## src/rtl/fsb_client_arbiter.sv

```systemverilog
// Shares one FSB master port among several CL clients: round-robin upstream into a
// 2-entry FIFO with client tagging, id-routed downstream through a 1-entry register.
module fsb_client_arbiter #(
    parameter int fsb_width_p      = 80,
    parameter int num_clients_p    = 4,
    parameter int id_lsb_p         = 76,
    parameter int drop_cnt_width_p = 8
) (
    input  logic                                 clk_i,
    input  logic                                 reset_n_i,
    output logic                                 m_fsb_v_o,
    output logic [fsb_width_p-1:0]               m_fsb_data_o,
    input  logic                                 m_fsb_r_i,
    input  logic                                 m_fsb_v_i,
    input  logic [fsb_width_p-1:0]               m_fsb_data_i,
    output logic                                 m_fsb_r_o,
    input  logic [num_clients_p-1:0]             c_v_i,
    input  logic [num_clients_p*fsb_width_p-1:0] c_data_i,
    output logic [num_clients_p-1:0]             c_r_o,
    output logic [num_clients_p-1:0]             c_v_o,
    output logic [fsb_width_p-1:0]               c_data_o,
    input  logic [num_clients_p-1:0]             c_r_i,
    output logic [drop_cnt_width_p-1:0]          drop_cnt_o,
    output logic                                 drop_err_o
);
    localparam int lg_clients_lp = $clog2(num_clients_p);

    logic [fsb_width_p-1:0]   fifo_q [2];
    logic                     fifo_rd_q, fifo_wr_q;
    logic [1:0]               fifo_cnt_q, fifo_cnt_d;
    logic [lg_clients_lp-1:0] last_q, win, cand;
    logic [31:0]              idx;
    logic                     found, pop, push, free;
    logic [fsb_width_p-1:0]   push_data;

    assign m_fsb_v_o    = (fifo_cnt_q != 2'd0);
    assign m_fsb_data_o = fifo_q[fifo_rd_q];
    assign pop          = m_fsb_v_o & m_fsb_r_i;
    assign free         = reset_n_i & ((fifo_cnt_q != 2'd2) | pop);
    assign push         = free & found;

    // Scan clients starting just after the last winner, wrapping modulo num_clients_p.
    always_comb begin
        found = 1'b0;
        win   = '0;
        idx   = '0;
        cand  = '0;
        for (int unsigned i = 1; i <= num_clients_p; i++) begin
            idx  = (32'(last_q) + i) % 32'(num_clients_p);
            cand = lg_clients_lp'(idx);
            if (!found && c_v_i[cand]) begin
                found = 1'b1;
                win   = cand;
            end
        end
    end

    always_comb begin
        c_r_o = '0;
        if (push) c_r_o[win] = 1'b1;
        push_data = c_data_i[win*fsb_width_p +: fsb_width_p];
        push_data[id_lsb_p +: lg_clients_lp] = win;
    end

    always_comb begin
        fifo_cnt_d = fifo_cnt_q;
        case ({push, pop})
            2'b10:   fifo_cnt_d = fifo_cnt_q + 2'd1;
            2'b01:   fifo_cnt_d = fifo_cnt_q - 2'd1;
            default: fifo_cnt_d = fifo_cnt_q;
        endcase
    end

    // At count 2 a push lands in the slot being popped; the pop reads the old value.
    always_ff @(posedge clk_i) begin
        if (!reset_n_i) begin
            fifo_q[0]  <= '0;
            fifo_q[1]  <= '0;
            fifo_rd_q  <= 1'b0;
            fifo_wr_q  <= 1'b0;
            fifo_cnt_q <= '0;
            last_q     <= lg_clients_lp'(num_clients_p - 1);
        end else begin
            if (push) begin
                fifo_q[fifo_wr_q] <= push_data;
                fifo_wr_q         <= ~fifo_wr_q;
                last_q            <= win;
            end
            if (pop) fifo_rd_q <= ~fifo_rd_q;
            fifo_cnt_q <= fifo_cnt_d;
        end
    end

    logic                        ds_v_q;
    logic [lg_clients_lp-1:0]    ds_id_q, in_id;
    logic [fsb_width_p-1:0]      ds_data_q;
    logic [drop_cnt_width_p-1:0] drop_cnt_q;
    logic                        drop_err_q;
    logic                        drain, accept, in_range;

    assign in_id     = m_fsb_data_i[id_lsb_p +: lg_clients_lp];
    assign in_range  = ({1'b0, in_id} < (lg_clients_lp+1)'(num_clients_p));
    assign drain     = ds_v_q & c_r_i[ds_id_q];
    assign m_fsb_r_o = reset_n_i & (~ds_v_q | drain);
    assign accept    = m_fsb_v_i & m_fsb_r_o;

    always_comb begin
        c_v_o = '0;
        if (ds_v_q) c_v_o[ds_id_q] = 1'b1;
    end

    assign c_data_o   = ds_data_q;
    assign drop_cnt_o = drop_cnt_q;
    assign drop_err_o = drop_err_q;

    // Out-of-range ids are accepted but never stored, so a drain and a drop can coincide.
    always_ff @(posedge clk_i) begin
        if (!reset_n_i) begin
            ds_v_q     <= 1'b0;
            ds_id_q    <= '0;
            ds_data_q  <= '0;
            drop_cnt_q <= '0;
            drop_err_q <= 1'b0;
        end else begin
            if (accept && in_range) begin
                ds_v_q    <= 1'b1;
                ds_id_q   <= in_id;
                ds_data_q <= m_fsb_data_i;
            end else if (drain) begin
                ds_v_q <= 1'b0;
            end
            if (accept && !in_range) begin
                drop_err_q <= 1'b1;
                if (drop_cnt_q != '1) drop_cnt_q <= drop_cnt_q + 1'b1;
            end
        end
    end
endmodule

```

## config.mk

```make
export PLATFORM = sky130hd
export DESIGN_NAME = fsb_client_arbiter
export DESIGN_NICKNAME = d
export VERILOG_FILES = /design/src/rtl/fsb_client_arbiter.sv
export SDC_FILE = /design/constraint.sdc
export NUM_CORES = 1
export LEC_CHECK = 0
export ABC_AREA = 0
export BUFFER_PORTS_ARGS = -buffer_cell sky130_fd_sc_hd__buf_2
export CAP_MARGIN = 20
export CORE_AREA = 3 3 229 231
export CTS_BUF_LIST = sky130_fd_sc_hd__clkbuf_8
export DETAILED_ROUTE_END_ITERATION = 7
export DIE_AREA = 0 0 232 234
export SKIP_CTS_REPAIR_TIMING = 1
export SYNTH_ARGS = -nofsm -noshare
export SYNTH_HDL_FRONTEND = slang
export SYNTH_SLANG_ARGS = --single-unit
```

## constraint.sdc

```tcl
create_clock -name clk_i -period 8.55 [get_ports clk_i]
set_clock_uncertainty 0.05 [all_clocks]
set_input_delay 0.855 -clock clk_i [delete_from_list [all_inputs] [get_ports clk_i]]
set_output_delay 0.855 -clock clk_i [all_outputs]
set_load 0.01 [all_outputs]
```

==> results.ini <==
[floorplan]
die_h_microns = 234
dieArea_sq_um = 54290
core_sq_um = 50270
die_w_microns = 232
start_util = 0.2378
pin_count = 591
row_count = 82

[worst_setup_path]
cp.arrival_ns = 3.77
timing.rr.end = fifo_q[1][31]
cp-start-kind = register
crit_required_ns = 8.76
critPathKind = register to register
ff2ff_setup_slack_ns = 4.99
cp_max_fo = 69
cp-end-kind = register
timing.rr.start = last_q[1]
reg2reg_depth = 6

[sta]
fin_setup_tns_ns = 0
min_period_over_period = 0.4165
finalHoldViolCount = 0
fmax_ghz = 0.2808
finalMaxSlewViolations = 0
rsz0062_at_grt = no
period_minus_slack_ns = 3.561
final-setup-viol-count = 0
tightest_slew_ns = 1.158
slew_headroom = 0.2279

[cells_and_area]
final_nets = 1994
drive_gt1_frac = 0.4588
final_cell_mix = buf_2, nand2_1, edfxtp_1
fillers = 5150
area_delta_synth_final_pct = 34.93
mostFrequentLayoutCell = buf_2

[cts]
clk_pin_slew_worst_paths_ns = 0.06
tritoncts = built
cts.htree.levels = 2
clk_latency_ns = 0.58
cts_buffer_depth = 3
cts_made_buffers = 43
cts.sinks = 248
ctsRootBufferMaster = clkbuf_8

[detailed_routing]
vias = 10580
vias_per_cell = 4.626
drtAntennaViolNets = 0
top_layer = met4
wl_per_cell_microns = 18.10
drtIter0Drc = 452
drt-pass1-iter-count = 5
wl_met1_microns = 15610
met2_length_microns = 21470
met3RoutedLength_microns = 3450
drc = 0
routed_wl_microns = 41380

[yosys]
synth.area.top_cells = edfxtp_1, dfxtp_1, mux2i_1
netlist_instances = 1044
synthFlopType = edfxtp_1
synth-seq-cells = 248
yosysWarnings = 0
ys_async_sr_fraction = 0
syn_avg_cell_area_sq_um = 11.45
synth_top_area_frac = 0.4020
synthDistinctLibCells = 40
seq_area_frac_synth = 0.5494
synth-edff-count = 160
synth_top_cell_by_area = edfxtp_1
netlist_area_sq_um = 11950

[flow_run]
drv_cap = 0

[power]
ir_worst_vdd_v = 0.0001304
power_uw = 3867
powerDensity_nw_per_um2 = 239.7
p_leak_uw = 0.007772

[placed_design]
gp_congestion = 0.8566
port-buffer-count = 573
dp_hpwl_microns = 28920

[global_route]
grt_pass1_vias = 10780
grt_pass1_wl_microns = 60080
grt_max_degree = 81
grt-ovfl-total = 0
antenna_found_initial = 2
track_usage = 0.1422

[min_path]
hold_class = register to register
worstHoldStart = c_data_o[11]
min_to = c_data_o[11]
hold_depth = 2

[outcome]
outcome = finished clean

synth_stat cells (2+ instances only):
cell type,n
nand2_1,168
edfxtp_1,160
mux2i_1,156
o22ai_1,156
dfxtp_1,88
mux2_2,81
nand3_1,81
clkbuf_1,40
buf_2,29
buf_4,23
nor2_1,8
buf_6,7
a21oi_1,5
inv_1,5
and3_1,4
nor3_1,4
xnor2_1,3
and2_1,2
nand2b_1,2
o21ai_0,2
area by class of cell:
type | instances | area [sq um] | area share
Tap cell | 672 | 840.8 | 0.05213
Clock buffer | 52 | 715.7 | 0.04438
Clock inverter | 25 | 108.9 | 0.006749
Inverter | 6 | 23.77 | 0.001474
Multi-Input combinational cell | 699 | 4911 | 0.3045
Sequential cell | 248 | 6570 | 0.4074
Antenna cell | 1 | 2.502 | 0.0001552
Timing Repair Buffer | 583 | 2955 | 0.1832
worst max-delay path, stage by stage, from the launching register on:
cell and delay [ns]:
dfxtp_1 0.45, mux2_2 0.36, nand2_1 0.10, o211a_4 0.63
buf_4 0.91, mux2i_1 0.44, o22ai_1 0.14
where the power goes:
group | internal (uW) | switching [uW]
clock | 550 | 486
combinational | 552 | 688
sequential | 1500 | 86.2
total | 2610 | 1260
stage by stage:
step / setup slack, ns / hold slack, ns / cell area [sq um] / util / std cells
2_1_floorplan: 0.8393 / 0.4118 / 11980 / - / 1052
3_3_place_gp: 4.642 / 0.3906 / 15280 / 0.3040 / 2207
3_5_place_dp: 4.490 / 0.3942 / 15280 / 0.3040 / 2207
4_1_cts: 4.927 / 0.3258 / 16110 / 0.3204 / 2284
5_1_grt: 4.787 / 0.3420 / 16130 / 0.3208 / 2286
6_report: 4.989 / 0.4020 / 16130 / 0.3208 / 2286
metal layers:
metal | track usage | up-vias
met4 | 0.04202 | 0
met3 | 0.04069 | 51
li1 | - | 4988
met2 | 0.2637 | 481
met5 | 0 | -
met1 | 0.1576 | 5056
worst max-delay path by stage:
| stage | from | end | depth (start not counted) | slack, ns |
|---|---|---|---|---|
| finish | last_q[1] | fifo_q[1][31] | 6 | 4.99 |
| global route | last_q[1] | fifo_q[0][44] | 6 | 4.79 |
| CTS | register | m_fsb_data_o[43] | 3 | 4.93 |
| detailed placement | c_v_i[3] | fifo_q[0][44] | 7 | 4.49 |
| global placement | c_v_i[3] | fifo_q[0][44] | 7 | 4.64 |
| floorplan | reset_n_i | fifo_q[0][0] | 5 | 0.84 |
registers in the layout (all words and copies together), names as in the netlist, named ones only:
register / flops
fifo_q: 160
fifo_wr_q: 1
ds_v_q: 1
fifo_rd_q: 1
ds_id_q: 1
c_data_o: 79
last_q: 2
fifo_cnt_q: 2
logic make-up (layout without fill, tap and decap cells):
logic type	count (synthesis)	after routing	synth area share
fa+ha+maj	1	1	0.001047
simple gates	279	279	0.1012
xor+xnor	4	4	0.002932
other cells	1	10	0.0003137
compound gates	168	168	0.08856
flops	248	248	0.5494
buf+inv	105	666	0.04773
mux	238	238	0.2088
No activity file was read; power rests on OpenSTA's default activity.
